--- src/rtl/pulse_scheduler.sv ---
`default_nettype none
// ============================================================================
// Module      : pulse_scheduler
// Description : Clock-counted astable pulse generator. Holds programmable
//               high/low durations and a burst length, accepts settings via
//               a valid/ready handshake, and produces a finite burst or a
//               continuous pulse train until stopped.
// Revision    : 1.0 - initial release
// ============================================================================
module pulse_scheduler #(
  parameter int unsigned CNT_W   = 16,
  parameter int unsigned DEF_ON  = 353,
  parameter int unsigned DEF_OFF = 346
) (
  input  logic             clk,
  input  logic             rst,        // asynchronous, active-low
  input  logic             cfg_valid,
  output logic             cfg_ready,
  input  logic [CNT_W-1:0] cfg_on,
  input  logic [CNT_W-1:0] cfg_off,
  input  logic [7:0]       cfg_count,
  input  logic             start,
  input  logic             stop,
  output logic             pulse,
  output logic             busy,
  output logic             done
);

  localparam logic [CNT_W-1:0] c_def_on  = CNT_W'(DEF_ON);
  localparam logic [CNT_W-1:0] c_def_off = CNT_W'(DEF_OFF);
  localparam logic [CNT_W-1:0] c_one     = CNT_W'(1);

  typedef enum logic [1:0] {
    ST_IDLE = 2'd0,
    ST_ON   = 2'd1,
    ST_OFF  = 2'd2
  } state_t;

  state_t           state_q, state_d;
  logic [CNT_W-1:0] dur_cnt_q, dur_cnt_d;
  logic [7:0]       pulses_done_q, pulses_done_d;
  logic [CNT_W-1:0] on_len_q, on_len_d;
  logic [CNT_W-1:0] off_len_q, off_len_d;
  logic [7:0]       count_len_q, count_len_d;
  logic             pulse_q, pulse_d;
  logic             busy_q, busy_d;
  logic             done_q, done_d;

  logic             w_cfg_accept;
  logic [CNT_W-1:0] w_cfg_on_clamped;
  logic [CNT_W-1:0] w_cfg_off_clamped;
  logic [CNT_W-1:0] w_run_on_len;
  logic             w_last_cycle;
  logic [7:0]       w_pulses_next;

  // Handshake decode and zero-duration clamping of the incoming config.
  always_comb begin
    w_cfg_accept      = cfg_valid && (state_q == ST_IDLE);
    w_cfg_on_clamped  = (cfg_on  == '0) ? c_one : cfg_on;
    w_cfg_off_clamped = (cfg_off == '0) ? c_one : cfg_off;
    // A config accepted on the start edge must govern that very run.
    w_run_on_len      = w_cfg_accept ? w_cfg_on_clamped : on_len_q;
    w_last_cycle      = (dur_cnt_q <= c_one);
    w_pulses_next     = pulses_done_q + 8'd1;
  end

  // Config register update; only legal while idle.
  always_comb begin
    on_len_d    = on_len_q;
    off_len_d   = off_len_q;
    count_len_d = count_len_q;
    if (w_cfg_accept) begin
      on_len_d    = w_cfg_on_clamped;
      off_len_d   = w_cfg_off_clamped;
      count_len_d = cfg_count;
    end
  end

  // Next-state, duration counter and burst counter; stop overrides everything.
  always_comb begin
    state_d       = state_q;
    dur_cnt_d     = dur_cnt_q;
    pulses_done_d = pulses_done_q;
    done_d        = 1'b0;
    unique case (state_q)
      ST_IDLE: begin
        if (start && !stop) begin
          state_d       = ST_ON;
          dur_cnt_d     = w_run_on_len;
          pulses_done_d = 8'd0;
        end
      end
      ST_ON: begin
        if (stop) begin
          state_d = ST_IDLE;
        end else if (w_last_cycle) begin
          state_d   = ST_OFF;
          dur_cnt_d = off_len_q;
        end else begin
          dur_cnt_d = dur_cnt_q - c_one;
        end
      end
      ST_OFF: begin
        if (stop) begin
          state_d = ST_IDLE;
        end else if (w_last_cycle) begin
          // In continuous mode the count simply wraps and is never compared.
          pulses_done_d = w_pulses_next;
          if ((count_len_q != 8'd0) && (w_pulses_next == count_len_q)) begin
            state_d = ST_IDLE;
            done_d  = 1'b1;
          end else begin
            state_d   = ST_ON;
            dur_cnt_d = on_len_q;
          end
        end else begin
          dur_cnt_d = dur_cnt_q - c_one;
        end
      end
      default: begin
        state_d = ST_IDLE;
      end
    endcase
  end

  // Registered outputs are decoded from the next state so they track it exactly.
  always_comb begin
    pulse_d = (state_d == ST_ON);
    busy_d  = (state_d != ST_IDLE);
  end

  // State and config registers with asynchronous return to defaults.
  always_ff @(posedge clk or negedge rst) begin
    if (!rst) begin
      state_q       <= ST_IDLE;
      dur_cnt_q     <= '0;
      pulses_done_q <= 8'd0;
      on_len_q      <= c_def_on;
      off_len_q     <= c_def_off;
      count_len_q   <= 8'd0;
      pulse_q       <= 1'b0;
      busy_q        <= 1'b0;
      done_q        <= 1'b0;
    end else begin
      state_q       <= state_d;
      dur_cnt_q     <= dur_cnt_d;
      pulses_done_q <= pulses_done_d;
      on_len_q      <= on_len_d;
      off_len_q     <= off_len_d;
      count_len_q   <= count_len_d;
      pulse_q       <= pulse_d;
      busy_q        <= busy_d;
      done_q        <= done_d;
    end
  end

  assign pulse     = pulse_q;
  assign busy      = busy_q;
  assign done      = done_q;
  // Decoded from state only, so an upstream master sees no input dependency.
  assign cfg_ready = (state_q == ST_IDLE);

`ifndef SYNTHESIS
  // Output consistency: a high pulse is always part of a busy sequence, and
  // completion coincides with the return to idle.
  a_pulse_implies_busy : assert property (@(posedge clk) disable iff (!rst)
    pulse_q |-> busy_q);
  a_done_implies_idle : assert property (@(posedge clk) disable iff (!rst)
    done_q |-> (!busy_q && cfg_ready));
`endif

endmodule
`default_nettype wire

--- config.mk ---
export PLATFORM = sky130hd
export DESIGN_NAME = pulse_scheduler
export DESIGN_NICKNAME = d
export VERILOG_FILES = /design/src/rtl/pulse_scheduler.sv
export SDC_FILE = /design/constraint.sdc
export NUM_CORES = 1
export LEC_CHECK = 0
export CAP_MARGIN = 20
export CORE_MARGIN = 3
export CORE_UTILIZATION = 55
export DETAILED_ROUTE_END_ITERATION = 8
export GPL_ROUTABILITY_DRIVEN = 0
export PLACE_DENSITY = 0.79
export SLEW_MARGIN = 0
export SYNTH_ARGS = -nofsm -noshare
export SYNTH_HDL_FRONTEND = slang
export SYNTH_SLANG_ARGS = --single-unit
export TNS_END_PERCENT = 5
--- constraint.sdc ---
create_clock -name clk -period 6.2 [get_ports clk]
set_input_delay 1.24 -clock clk [delete_from_list [all_inputs] [get_ports clk]]
set_output_delay 1.24 -clock clk [all_outputs]
set_load 0.02 [all_outputs]
======== Word-level counts from Yosys, hierarchy flattened ========
Cells that the tools add are included.
W data, S select, Z words.
storage, ports and cells
  flip-flop bits (word level) ............. 69
  memory bits (writable) .................. 0
  logic and storage cells ................. 59
  input bits .............................. 45
  memories ................................ 0
  ROM bits ................................ 0
  output and inout bits ................... 4
  latch bits .............................. 0
operators by class
  reductions and logical operators ........ 13
  eq/ne operators ......................... 9
  divide/modulo/power cells ............... 0
  bitwise gates (word level) .............. 0
  order comparisons ....................... 1
  shift operators ......................... 0
  $mul .................................... 0
  $add $sub $neg .......................... 2
  mux-type cells .......................... 25
operator list
  cell                     count
  $mux W16                 9
  $pmux W16 S3             1
  $logic_not A16 Y1        2
  $mux W8                  3
  $le A16 B1 Y1 const B    1
  $pmux W8 S2              1
  $sub A16 B1 Y16 const B  1
  $mux W2                  5
  $add A8 B1 Y8 const B    1
  $eq A8 B8 Y1             1
  $reduce_bool A8 Y1       1
  $ne A2 B2 Y1 const B     3
  $pmux W2 S3              1
  $mux W1                  5
  $reduce_and A5 Y1        1
  $eq A2 B1 Y1 const B     2
  $reduce_and A4 Y1        1
  $reduce_bool A2 Y1       2
  $logic_and A1 B1 Y1      3
  $ne A3 B3 Y1 const B     1
  $reduce_bool A3 Y1       1
  $eq A2 B2 Y1 const B     1
  $logic_not A2 Y1         1
  $ne A2 B1 Y1 const B     1
  $logic_not A1 Y1         1

======== Depth between registers and ports, before layout ========
Gate-level depths: netlist (run 1).
  word-level depth ........................ 8
  depth in mapped cells ................... 13
  gate-level depth less buffers ........... 9

======== Least setup slack after synthesis (run 1) ========
No wires, ideal clock.
  kind .................................... input to register
  start ................................... in cfg_valid
  end ..................................... reg count_len_q[5]
  stages on the path ...................... 4
  arrival ................................. 2.451 ns
  setup slack ............................. 3.625 ns
  path buffers ............................ 2
  library setup time ...................... 0.125 ns
  required time ........................... 6.075 ns
  path through ............................ nand2_1 -> clkbuf_1 -> clkbuf_1 -> mux2_2
on the way
  word-level cells in the longest chain between the ends .. 1
RTL lines
  what                    line  RTL
  start: declaration      17    input logic cfg_valid,
  $logic_and A1 B1 Y1     58    w_cfg_accept = cfg_valid && (state_q == ST_IDLE);
  end signal: assignment  150   count_len_q <= count_len_d;
  end: declaration        44    logic [7:0] count_len_q, count_len_d;
Every way passes these cells.
A chain may end at the register's enable or synchronous reset.

======== Worst setup path after layout (run 1) ========
  start ................................... reg dur_cnt_q[2]
  end ..................................... reg pulses_done_q[7]
on the way
  word-level cells in the longest chain between the ends .. 3
RTL lines
  what                         line  RTL
  start: declaration           40    logic [CNT_W-1:0] dur_cnt_q, dur_cnt_d;
  start signal: assignment     146   dur_cnt_q <= dur_cnt_d;
  $le A16 B1 Y1                63    w_last_cycle = (dur_cnt_q <= c_one);
  $ne A2 B2 Y1 (no line)       n/a
  $reduce_and A4 Y1 (no line)  n/a
  end signal: assignment       147   pulses_done_q <= pulses_done_d;
  end: declaration             41    logic [7:0] pulses_done_q, pulses_done_d;
Every way passes these cells.

==> summary.txt, run 1 <==
Floorplan
  – Die area: 8460 sq um
  – Die span in x: 92.0 um
  – Row count: 30
  – Io pins: 49
  – Core area: 6980 sq um
  – Die Span Y: 92.0 um
  – Initial core utilization: 0.582

Clock network
  – CTS sink count: 69
  – Post-cts resize count: 0
  – CTS hold repair buffers: 0
  – CTS Buffer Depth: 2
  – Post-CTS setup repair buffer count: 0
  – Num CTS Buffers: 9
  – Worst-Skew Late Latency: 0.35 ns
  – H-tree depth: 3
  – CTS tree: built
  – Clock slew seen by the registers of the worst setup and hold paths: around 0.08 ns
  – CTS root buffer: clkbuf_8

Global routing
  – Gr ovfl total: 0
  – First-pass GRT wire length: 16,700 um
  – Vias in the first global route: 3,333
  – All-layer global routing usage: 0.249
  – Initial antenna violation count: 0
  – Largest net degree at the start of global routing: 70

Logic synthesis
  – Synth warnings: 0
  – Syn_area_per_cell: 9.63 sq um
  – Most frequent cell after synthesis: dfrtp_1
  – Mapped Area: 4070 sq um
  – EDFF count, synth: 0
  – Seq/Total Area, Yosys: 0.428
  – Synth area leaders: dfrtp_1 (37%), mux2_2 (11%), dfstp_2 (5.8%)
  – Syn Inst Count: 422
  – Synth top area share: 0.369
  – Flop and latch count out of synthesis: 69
  – Synth top cells by count: dfrtp_1 (60), o21ai_0 (46), mux2_2 (39)
  – Cell taking the most area after synthesis: dfrtp_1
  – Ys async rst share: 1.00
  – Library cells used by synthesis: 60
  – Mapped Nets: 474
  – Main synth FF type: dfrtp_1

Power and ir drop
  – LEAKAGE: 0.00186 uW
  – Power per Cell Area: roughly 440 nW/um^2
  – Worst VDD drop: 0.283 mV

STA
  – Slew @ Worst Pin: 0.974 ns
  – Setup repair after global routing missed its margin: false
  – Final setup viols: 0
  – Final Skew: 0.00690 ns
  – Final hold violation count: 0
  – Period utilization: 0.533
  – Rel. slew slack: 0.350
  – Setup TNS: 0 ns
  – Crit path time final: 3.31 ns
  – Max Fclk: approximately 0.30 GHz
  – Max-slew violation count: 0

Critical path
  – Crit Path Max Fanout: 20
  – CP arrival: 3.54 ns
  – Worst-case reg-to-reg path depth: 7
  – CP required: 6.44 ns
  – Setup crit start kind: register
  – Critical path type: register to register
  – Crit. End Element: register

Placement
  – HPWL Detailed: approximately 7200 um
  – PortBufs: 48
  – Dpl cells: 546

Hold path
  – WHS Path Cells: 1
  – Worst hold path class: register to register

Detailed routing
  – WL/cell: 18.1 um
  – Vias post-DR: around 3,500
  – First-pass detailed-route iteration total: 5
  – Detail Route Antenna Nets: 0
  – Initial DRC count: 289
  – Vias/cell: 6.21
  – Final wirelength: 10,200 um
  – Post-route DRC: 0

Status
  – Status: completed

Final layout
  – ANT cells: 0
  – Final net count: 513
  – Fin cells: between 500 and 600
  – Share of cells above drive strength 1: 0.178
  – Fill count: 547
  – Area Growth Syn to Fin: 17.1%

Flow run
  – Max Cap Viol: 0
## kinds of logic after synthesis
kind of cell | Yosys count | synth area share
AOI/OAI and AO/OA | 127 | 0.198
and+or+nand+nor | 123 | 0.155
DFF | 69 | 0.428
muxes | 47 | 0.128
buffers and inverters | 35 | 0.0400
xor gates and xnor gates | 14 | 0.0302
adders and majority gates | 7 | 0.0215
## stage by stage
step            util  power, uW  hold slack, ns  instance area [sq um]  setup slack, ns
2_1_floorplan      -       1500           0.450                   4070             3.62
3_3_place_gp   0.655       1710           0.493                   4570             2.99
3_5_place_dp   0.655       1760           0.497                   4570             2.90
4_1_cts        0.682       2110           0.516                   4760             2.92
5_1_grt        0.682       2260           0.528                   4760             2.62
6_report       0.682       2120           0.516                   4760             2.89
## layout by cell type (no fill, tap or decap), drive strengths merged, types with 7 or more instances in the layout
| cell type | n |
|---|---|
| mux2i | 7 |
| mux2 | 40 |
| dfrtp | 60 |
| nor3 | 11 |
| o21ai | 56 |
| xor2 | 7 |
| xnor2 | 7 |
| clkdlybuf4s50 | 47 |
| nor2 | 29 |
| ha | 7 |
| nand2 | 37 |
| nor4 | 8 |
| o221ai | 7 |
| nand3 | 9 |
| a21oi | 29 |
| inv | 14 |
| clkbuf | 10 |
| dfstp | 9 |
## power by group
| part | internal, uW | switching [uW] |
|---|---|---|
| Clock | 159 | 185 |
| Sequential | 659 | 183 |
| Combinational | 416 | 513 |
## worst paths after layout
path,from,end,slack (ns)
setup / recovery,dur_cnt_q[2]$_DFFE_PN0P_,pulses_done_q[7]$_DFFE_PN0P_,2.89
hold / removal,off_len_q[13]$_DFFE_PN0P_,off_len_q[13]$_DFFE_PN0P_,0.52
setup reg to reg,dur_cnt_q[2]$_DFFE_PN0P_,pulses_done_q[7]$_DFFE_PN0P_,2.89
hold reg to reg,off_len_q[13]$_DFFE_PN0P_,off_len_q[13]$_DFFE_PN0P_,0.52
max in group asynchronous,rst,pulses_done_q[0]$_DFFE_PN0P_,4.54
min in group asynchronous,rst,dur_cnt_q[8]$_DFFE_PN0P_,1.08
## final cells by class
class                           count  area [sq um]  share of cell area
Sequential cell                    69          1740               0.365
Inverter                           12          45.0             0.00947
Timing Repair Buffer               51           498               0.105
Clock buffer                       10           138              0.0289
Multi-Input combinational cell    318          2170               0.457
Tap cell                           96           120              0.0252
Clock inverter                      6          46.3             0.00973
## metal layers
metal	track usage	wire length (um)
met2	0.392	4810
met3	0.0599	651
met5	0	0
met1	0.340	4510
met4	0.0829	216
## sequential cells by signal, summed over array words and instances, names as in the netlist
name and count:
pulses_done_q 8, pulse 1, count_len_q 8, dur_cnt_q 16, busy 1, off_len_q 16
done 1, state_q 2, on_len_q 16
## worst max-delay path, stage by stage (launching register included)
cell and delay [ns]:
dfrtp_1 0.47, or4_1 0.65, nor3_4 0.44, and2_1 0.72, nand3_1 0.50, o21bai_1 0.28
nand2_1 0.07, o41ai_1 0.06
(Power assumes the default switching activity.)
==> inputs of run 2 (changes only) <==
--- a/config.mk
+++ b/config.mk
@@ -7,10 +7,10 @@
 export LEC_CHECK = 0
 export CAP_MARGIN = 20
 export CORE_MARGIN = 3
-export CORE_UTILIZATION = 55
+export CORE_UTILIZATION = 51
 export DETAILED_ROUTE_END_ITERATION = 8
 export GPL_ROUTABILITY_DRIVEN = 0
-export PLACE_DENSITY = 0.79
+export PLACE_DENSITY = 0.77
 export SLEW_MARGIN = 0
 export SYNTH_ARGS = -nofsm -noshare
 export SYNTH_HDL_FRONTEND = slang
==> constraint.sdc (replaced) <==
create_clock -name clk -period 3 [get_ports clk]
set_input_delay 0.6 -clock clk [delete_from_list [all_inputs] [get_ports clk]]
set_output_delay 0.6 -clock clk [all_outputs]
set_load 0.02 [all_outputs]
==> run 2 against run 1 <==
Against the previous run:
- non-clock buffer count up 12
- clock skew up 0.0028 ns
- worst hold slack worse by 0.27 ns
- largest power group unchanged
==> summary.txt, run 2 (same netlist as run 1, synthesis figures left out) <==
Status
  – Status: completed

Power and ir drop
  – Net Sw Power: 1890 uW (+110%)
  – Pint: 2770 uW (+120%)
  – Power per Cell Area: 950 nW/um^2 (+110%)
  – Worst VDD drop: 0.419 mV (+48%)
  – Combinational share of power: 0.439 (about the same)
  – Sw Share: 0.406 (-0.0106)
  – Clk network pwr share: 0.186 (+0.023)
  – Total power: 4660 uW (+120%)
  – LEAKAGE: 0.00195 uW (+4.6%)
  – Register share of total power: 0.375 (-0.023)

Global routing
  – Gr ovfl total: 0 (unchanged)
  – Largest net degree at the start of global routing: 70 (unchanged)
  – Vias in the first global route: 3,347 (+0.42%)
  – All-layer global routing usage: 0.247 (-0.00253)
  – Initial antenna violation count: 0 (unchanged)
  – First-pass GRT wire length: 17,100 um (+2.6%)

STA
  – Period utilization: 0.948 (+0.414)
  – Final hold violation count: 0 (unchanged)
  – Max Fclk: 0.352 GHz (+16%)
  – Rel. slew slack: 0.588 (+0.238)
  – Final setup viols: 0 (unchanged)
  – Final Skew: 0.00972 ns (+0.00283 ns)
  – Max-slew violation count: 0 (unchanged)
  – Final WS setup: 0.157 ns (-2.74 ns)
  – Slew @ Worst Pin: 0.612 ns (-0.363 ns)
  – Setup repair after global routing missed its margin: false
  – Setup TNS: 0 ns (unchanged)
  – Crit path time final: 2.84 ns (-0.463 ns)

Final layout
  – Most common cell after layout, fill and taps aside: dfrtp_1
  – Share of cells above drive strength 1: 0.199 (+0.0206)
  – Final net count: 525 (+2.3%)
  – Commonest non-fill, non-tap cells in the layout: dfrtp_1 (60), clkdlybuf4s50_1 (47), o21ai_0 (46), mux2_2 (39), nand2_1 (37)
  – Area Growth Syn to Fin: 20.7%
  – ANT cells: 0 (unchanged)
  – Top Registers: dur_cnt_q: 16 flops, off_len_q: 16 flops, on_len_q: 16 flops

Floorplan
  – Row count: 31 (+3.3%)
  – Die Span Y: 95.3 um (+3.6%)
  – Die span in x: 95.3 um (+3.6%)
  – Die area: 9080 sq um (+7.3%)
  – Core area: 7490 sq um (+7.2%)
  – Initial core utilization: 0.543 (-0.0392)
  – Io pins: 49 (unchanged)

Critical path
  – Largest delay share family, worst path: compound AO/OA/AOI/OAI gates
  – Max incr delay on CP: 0.55 ns (-0.17 ns)
  – Setup crit start kind: register
  – CP cell instances: ha_1, a211o_1, a2111oi_0, o2111ai_1, o31ai_4, mux2_2
  – CP required: 3.24 ns (-3.20 ns)
  – Crit. End Element: register
  – Crit Path Max Fanout: 10 (-50%)
  – CP Buf/Inv Count: 0 (unchanged)
  – CP arrival: 3.08 ns (-0.46 ns)
  – Critical path type: register to register
  – CP max stage cell: o31ai_4

Clock network
  – Post-CTS setup repair buffer count: 0 (unchanged)
  – CTS sink count: 69 (unchanged)
  – CTS Buffer Depth: 2 (unchanged)
  – Worst-Skew Late Latency: 0.35 ns (about the same)
  – Num CTS Buffers: 9 (unchanged)
  – Clock slew seen by the registers of the worst setup and hold paths: 0.08 ns (about the same)
  – H-tree depth: 3 (unchanged)
  – CTS tree: built
  – Post-cts resize count: 0 (unchanged)
  – CTS hold repair buffers: 0 (unchanged)
  – CTS root buffer: clkbuf_8

Hold path
  – Worst hold path class: primary input to async pin

Placement
  – Place WS: 0.131 ns (-2.77 ns)
  – PortBufs: 48 (unchanged)
  – HPWL Detailed: 7640 um (+5.7%)

Detailed routing
  – Post-route DRC: 0 (unchanged)
  – Initial DRC count: 292 (+1.0%)
  – Vias/cell: 6.22 (about the same)
  – Detail Route Antenna Nets: 0 (unchanged)
  – Vias post-DR: 3,588 (+2.7%)
  – WL/cell: 18.4 um (+1.2%)
  – First-pass detailed-route iteration total: 5 (unchanged)
  – Final wirelength: 10,600 um (+3.9%)

Flow run
  – Max Cap Viol: 0 (unchanged)
-- run 2: cell types whose count changed in the layout (fill, tap and decap cells not counted) --
cell | before | now
buf_4 | 3 | 13
bufinv_16 | 0 | 2
clkinvlp_4 | 2 | 0
and4b_1 | 1 | 0
and4b_2 | 0 | 1
buf_12 | 0 | 1
buf_6 | 0 | 1
clkbuf_1 | 0 | 1
clkbuf_8 | 10 | 9
clkinv_2 | 1 | 0
clkinv_4 | 1 | 2
-- run 2: final cells by class --
cell class,count,area [sq um]
timing repair buffer,63,604
clock buffer,10,128
tap,99,124
multi-input combinational,318,2170
inverter,12,45.0
sequential,69,1740
fill,602,2580
clock inverter,6,95.1
-- run 2: final timing paths --
check | startpoint | cells past startpoint | slack, ns | to
min in group clk | off_len_q[0]$_DFFE_PN0P_ | 2 | 0.52 | off_len_q[0]$_DFFE_PN0P_
setup reg to reg | pulses_done_q[0]$_DFFE_PN0P_ | 6 | 0.16 | dur_cnt_q[11]$_DFFE_PN0P_
hold / removal | rst | 2 | 0.25 | dur_cnt_q[10]$_DFFE_PN0P_
max in group asynchronous | rst | 2 | 2.39 | on_len_q[5]$_DFF_PN1_
hold reg to reg | off_len_q[0]$_DFFE_PN0P_ | 2 | 0.52 | off_len_q[0]$_DFFE_PN0P_
setup / recovery | pulses_done_q[0]$_DFFE_PN0P_ | 6 | 0.16 | dur_cnt_q[11]$_DFFE_PN0P_
-- run 2: layer usage --
| metal | vias up | GRT usage | routed length, um |
|---|---|---|---|
| li1 | 1667 | - | - |
| met1 | 1728 | 0.349 | 4720 |
| met2 | 176 | 0.383 | 4890 |
| met3 | 17 | 0.0403 | 807 |
| met4 | 0 | 0.0877 | 168 |
| met5 | - | 0 | 0 |
-- run 2: worst reg2reg max path, delay by kind of cell, from the launching register on --
family	cells	cell delay [ns]
fa+ha+maj	1	0.35
flops	1	0.45
compound gates	4	1.53
mux	1	0.41
-- run 2: power by group through the flow --
stage                     sequential, uW  clock (uW)  combinational (uW)
after floorplan                     1620           0                1480
after global placement              1730           0                1930
after detailed placement            1750           0                1990
after CTS                           1730         875                2010
after global routing                1780         924                2250
final                               1750         869                2040
-- run 2: through the flow --
stage	instances	instance area [sq um]	hold WS, ns	util
after floorplan	422	4070	0.304	-
after global placement	561	4680	0.499	0.625
after detailed placement	561	4680	0.506	0.625
after CTS	577	4900	0.275	0.655
after global routing	577	4910	0.280	0.656
final	577	4910	0.245	0.656
==> inputs of run 3 (changes only) <==
--- a/config.mk
+++ b/config.mk
@@ -7,10 +7,10 @@
 export LEC_CHECK = 0
 export CAP_MARGIN = 20
 export CORE_MARGIN = 3
-export CORE_UTILIZATION = 51
+export CORE_UTILIZATION = 55
 export DETAILED_ROUTE_END_ITERATION = 8
 export GPL_ROUTABILITY_DRIVEN = 0
-export PLACE_DENSITY = 0.77
+export PLACE_DENSITY = 0.79
 export SLEW_MARGIN = 0
 export SYNTH_ARGS = -nofsm -noshare
 export SYNTH_HDL_FRONTEND = slang
==> constraint.sdc (replaced) <==
create_clock -name clk -period 3.3 [get_ports clk]
set_input_delay 0.66 -clock clk [delete_from_list [all_inputs] [get_ports clk]]
set_output_delay 0.66 -clock clk [all_outputs]
set_load 0.02 [all_outputs]
==> run 3 against run 2 <==
Against the previous run:
- non-clock buffer count is 4 lower
- core utilization increased by 3.7 points
- combinational power is 13% lower
- critical path type unchanged
- setup slack improved by 0.18 ns
- cell area down 1.5%
- register-to-register slack gained 0.18 ns
==> summary.txt, run 3 (same netlist as run 1, synthesis figures left out) <==
Final layout
  – Share of cells above drive strength 1: 0.192 (-0.00676)
  – Most common cell after layout, fill and taps aside: dfrtp_1
  – Fin cells: 570 (-1.2%)
  – ANT cells: 0 (unchanged)
  – Commonest non-fill, non-tap cells in the layout: dfrtp_1 (60), clkdlybuf4s50_1 (47), o21ai_0 (46), mux2_2 (39), nand2_1 (37)
  – Fill count: 562 (-6.6%)
  – Top Registers: dur_cnt_q: 16 flops, off_len_q: 16 flops, on_len_q: 16 flops
  – Core Util, Final: 0.692 (+0.0368)
  – Final net count: 521 (-0.76%)
  – Area Growth Syn to Fin: 18.9%

Clock network
  – H-tree depth: 3 (unchanged)
  – Clock slew seen by the registers of the worst setup and hold paths: 0.08 ns (about the same)
  – CTS Buffer Depth: 2 (unchanged)
  – Num CTS Buffers: 9 (unchanged)
  – Worst-Skew Late Latency: 0.34 ns (about the same)
  – CTS hold repair buffers: 0 (unchanged)
  – Post-cts resize count: 0 (unchanged)
  – Post-CTS setup repair buffer count: 0 (unchanged)
  – CTS tree: built
  – CTS root buffer: clkbuf_8
  – CTS sink count: 69 (unchanged)

Placement
  – PortBufs: 48 (unchanged)
  – HPWL Detailed: 7730 um (+1.1%)
  – Dpl cells: 554 (-1.2%)

STA
  – Max Fclk: 0.338 GHz (-3.9%)
  – Final setup viols: 0 (unchanged)
  – Rel. slew slack: 0.410 (-0.178)
  – Setup repair after global routing missed its margin: false
  – Final hold violation count: 0 (unchanged)
  – Max-slew violation count: 0 (unchanged)
  – Period utilization: 0.897 (-0.0510)
  – Setup TNS: 0 ns (unchanged)
  – Slew @ Worst Pin: 0.885 ns (+0.273 ns)
  – Final Skew: 0.00871 ns (-0.00101 ns)
  – Crit path time final: 2.96 ns (+0.116 ns)

Detailed routing
  – WL/cell: 17.8 um (-3.1%)
  – Vias post-DR: 3,563 (-0.70%)
  – Vias/cell: 6.25 (+0.52%)
  – Initial DRC count: 327 (+12%)
  – Detail Route Antenna Nets: 0 (unchanged)
  – Post-route DRC: 0 (unchanged)
  – Final wirelength: 10,100 um (-4.2%)
  – First-pass detailed-route iteration total: 5 (unchanged)

Floorplan
  – Row count: 30 (-3.2%)
  – Die area: 8460 sq um (-6.8%)
  – Die Span Y: 92.0 um (-3.5%)
  – Initial core utilization: 0.582 (+0.0392)
  – Io pins: 49 (unchanged)
  – Core area: 6980 sq um (-6.7%)
  – Die span in x: 92.0 um (-3.5%)

Critical path
  – Crit-path most repeated cell: o21ai_0
  – CP max stage cell: o31ai_4
  – CP required: 3.53 ns (+0.29 ns)
  – R2r endpoint: dur_cnt_q[3]$_DFFE_PN0P_
  – CP Buf/Inv Count: 2 (+2)
  – Critical path type: register to register
  – CP arrival: 3.19 ns (+0.11 ns)
  – Worst R2R Setup Slack: 0.34 ns (+0.18 ns)
  – Setup crit start kind: register
  – CP cell instances: inv_1, ha_1, o21ai_0, a2111oi_0, o2111ai_1, o31ai_4, buf_4, o21ai_0
  – Crit. End Element: register
  – Max incr delay on CP: 0.60 ns (+0.05 ns)
  – RR Startpoint: dur_cnt_q[0]$_DFFE_PN0P_
  – Crit Path Max Fanout: 14 (+4)
  – Worst-case reg-to-reg path depth: 8 (+2)
  – Largest delay share family, worst path: compound AO/OA/AOI/OAI gates
  – Levels on crit path: 8 (+2)

Global routing
  – Gr ovfl total: 0 (unchanged)
  – Largest net degree at the start of global routing: 40 (-43%)
  – All-layer global routing usage: 0.253 (+0.00660)
  – Initial antenna violation count: 0 (unchanged)
  – First-pass GRT wire length: 17,000 um (-0.85%)
  – Vias in the first global route: 3,377 (+0.90%)

Power and ir drop
  – Total power: 4070 uW (-13%)
  – Worst VDD drop: 0.432 mV (+3.1%)
  – Power per Cell Area: 842 nW/um^2 (-11%)
  – LEAKAGE: 0.00192 uW (-1.5%)

Flow run
  – Max Cap Viol: 0 (unchanged)

Hold path
  – Worst hold path class: primary input to async pin

Status
  – Status: completed
[run 3: how the worst max path moves through the flow]
stage | start | endpoint
after global placement | pulses_done_q[0]$_DFFE_PN0P_ | dur_cnt_q[3]$_DFFE_PN0P_
after global routing | dur_cnt_q[8]$_DFFE_PN0P_ | dur_cnt_q[2]$_DFFE_PN0P_
after detailed placement | dur_cnt_q[0]$_DFFE_PN0P_ | dur_cnt_q[3]$_DFFE_PN0P_
final | dur_cnt_q[0]$_DFFE_PN0P_ | dur_cnt_q[3]$_DFFE_PN0P_
after floorplan | pulses_done_q[0]$_DFFE_PN0P_ | dur_cnt_q[11]$_DFFE_PN0P_
after CTS | dur_cnt_q[0]$_DFFE_PN0P_ | dur_cnt_q[3]$_DFFE_PN0P_
[run 3: metrics by stage]
stage               hold WS, ns  setup WS, ns  cell area [sq um]
floorplan                 0.364         0.874               4070
global placement          0.503         0.537               4630
detailed placement        0.503         0.404               4630
CTS                       0.451         0.388               4830
global route              0.486         0.111               4830
finish                    0.424         0.341               4830
[run 3: worst register-to-register path, delay by kind of cell, from the launching register on]
kind / cells / cell delay [ns]
AOI/OAI and AO/OA: 5 / 1.60
adders and majority gates: 1 / 0.36
buffers and inverters: 2 / 0.42
DFF: 1 / 0.46
[run 3: per-layer routing]
layer / up-vias / track usage / routed length [um]
li1: 1651 / - / -
met1: 1717 / 0.371 / 4520
met2: 177 / 0.379 / 4660
met3: 18 / 0.0468 / 780
met4: 0 / 0.0854 / 185
met5: - / 0 / 0
[run 3: cell type report]
| type | instances | area [sq um] | area share |
|---|---|---|---|
| Multi-Input combinational cell | 318 | 2170 | 0.450 |
| Sequential cell | 69 | 1740 | 0.359 |
| Timing Repair Buffer | 59 | 558 | 0.115 |
| Clock buffer | 10 | 138 | 0.0285 |
| Tap cell | 96 | 120 | 0.0248 |
| Clock inverter | 6 | 62.6 | 0.0129 |
| Inverter | 12 | 45.0 | 0.00932 |
[run 3: report_power, final]
group / switching (uW) / internal (uW)
sequential: 358 / 1240
combinational: 970 / 814
clock: 323 / 368
total: 1650 / 2420
==> edit (flow settings as in run 3) <==
The parameter `CNT_W` goes from 16 to 32.
--- a/src/rtl/pulse_scheduler.sv
+++ b/src/rtl/pulse_scheduler.sv
@@ -10,3 +10,3 @@
 module pulse_scheduler #(
-  parameter int unsigned CNT_W   = 16,
+  parameter int unsigned CNT_W   = 32,
   parameter int unsigned DEF_ON  = 353,
Interface: changed (resized cfg_off and cfg_on); port bits go from 49 to 81. The function was not compared with the original's and may differ.
==> edit against run 3 <==
  * The run now ends with negative setup slack left
  * Final area increased by 77%
  * Clock skew increased by 1.1 ps
  * Worst setup slack got worse by 360 ps
  * Combinational power increased by 83%
  * Count of clock-buffer cells in the layout increased by 10
  * Synthesized area increased by 61%
  * Sequential cell count increased by 48
  * First-iteration DRC count increased by 120%
  * Fmax decreased by 11%
  * Power increased by 93%
  * Routed wire length increased by 98%
  * Non-clock buffer count increased by 76
==> edit: results (changes against run 3) <==
* Largest net degree at the start of global routing at 58 (+45%)
* IR drop worst, VDD at 0.000487 V (+13%)
* Final TNS setup at -31.0 ps (-31.0 ps)
* Number of global-route vias before repair at 6111 (+81%)
* Detailed Routing Iterations Pass 1 at 6 (+1)
* Cell Pwr Density at 918 nW/um2 (+9.0%)
* Critical path data arrival time at 3660 ps (+470 ps)
* Iteration-0 DRC count of the detailed router at 713 (+120%)
* CP max FO at 6 (-8)
* Syn nets at 757 (+60%)
* Vias per cell at 6.51 (+4.1%)
* Pre-CTS setup slack at -107 ps (-511 ps)
* N_diodes at 0 (unchanged)
* Worst-path clk slew at 60 ps (-20 ps)
* Final WL at 20.1 mm (+98%)
* Biggest regs: dur_cnt_q x32, off_len_q x32, on_len_q x32
* Static leakage at 3.60 nW (+88%)
* Largest cells by area after synthesis: dfrtp_1, mux2_2, o21ai_0
* CTS H-tree depth at 4 (+1)
* Finish-stage setup viols at 2 (+2)
* Post-DP Area at 7760 um2 (+67%)
* Sequential fraction of the synthesis area at 44.8% (+2.1 points)
* Slowest stage delay, CP at 540 ps (-60 ps)
* Share of layout cells above drive strength 1 at 23.8% (+4.6 points)
* Clock skew at 9.79 ps (+1.08 ps)
* Clk root buf: clkbuf_16
* Detailed placement HPWL at 13.8 mm (+78%)
* Global-route wire length before repair at 31.8 mm (+88%)
* Port Buffers at 80 (+67%)
* Commonest cells in the netlist: dfrtp_1, mux2_2, o21ai_0, nand2_1, nor2_1
* Worst path slowest cell: or4_4
* TritonCTS Buffers at 17 (+8)
* Worst setup margin at -16.0 ps (-357 ps)
* Clk Latency, worst-skew pair at 420 ps (+80 ps)
* Worst-Margin Slew at 863 ps (-21.7 ps)
* Fillers at 758 (+35%)
* Dpl cells at 900 (+62%)
* Wire length per cell at 21.3 um (+20%)
* Violated checks: negative setup slack
* Status: complete, but fails checks
* Synthesized area per cell at 9.75 um2 (+1.2%)
* Final #Nets at 871 (+67%)
* Total track usage at 31.1% (+5.7 points)
[edit: cell families after synthesis]
| family | Yosys count | share of synthesized area, % |
|---|---|---|
| simple gates | 205 | 16.2 |
| compound gates | 189 | 17.9 |
| flops | 117 | 44.8 |
| mux | 80 | 13.6 |
| buf+inv | 55 | 3.53 |
| xor+xnor | 20 | 2.67 |
| fa+ha+maj | 7 | 1.34 |
[edit: cell type report]
type | instances | share of cell area [%]
multi-input cells | 501 | 40.4
flip-flops and latches | 117 | 34.3
repair buffers | 135 | 15.4
clock buffers | 20 | 5.10
clock inverters | 12 | 2.12
well taps | 143 | 2.09
inverters | 15 | 0.657
[edit: metal layers]
metal  GRT usage, %  share of wire (%)
met4           14.6                3.4
met1           41.0                 41
met2           48.8                 47
met3           7.05                8.7
met5              0                  0
[edit: final timing paths]
kind	from	end	slack (ps)	cells after the start
worst min-delay path	rst	dur_cnt_q[9]	310	1
worst min register to register	off_len_q[24]	off_len_q[24]	510	1
min in group clk	off_len_q[24]	off_len_q[24]	510	1
worst max-delay path	dur_cnt_q[28]	dur_cnt_q[23]	-20	10
max in group asynchronous	rst	on_len_q[18]	2180	2
worst max register to register	dur_cnt_q[28]	dur_cnt_q[23]	-20	10
[edit: repair_timing]
| action | in CTS | in global routing |
|---|---|---|
| gates cloned | 3 | 0 |
| resized for setup | 17 | 9 |
| setup endpoints to repair | 28 | 31 |
| pin swaps | 7 | 3 |
| setup buffers | 8 | 0 |
[edit: worst max-delay path: cells and delay by family (launching register included)]
family	cells	cell delay, ps
buffers and inverters	3	540
flip-flops	1	370
AND/OR/NAND/NOR	4	1920
AO/OA/AOI/OAI	3	410
[edit: where the power goes]
group          internal [mW]  switching, mW  total [mW]
sequential              2.11          0.553        2.66
combinational           1.63           1.63        3.26
clock                   1.26          0.677        1.94
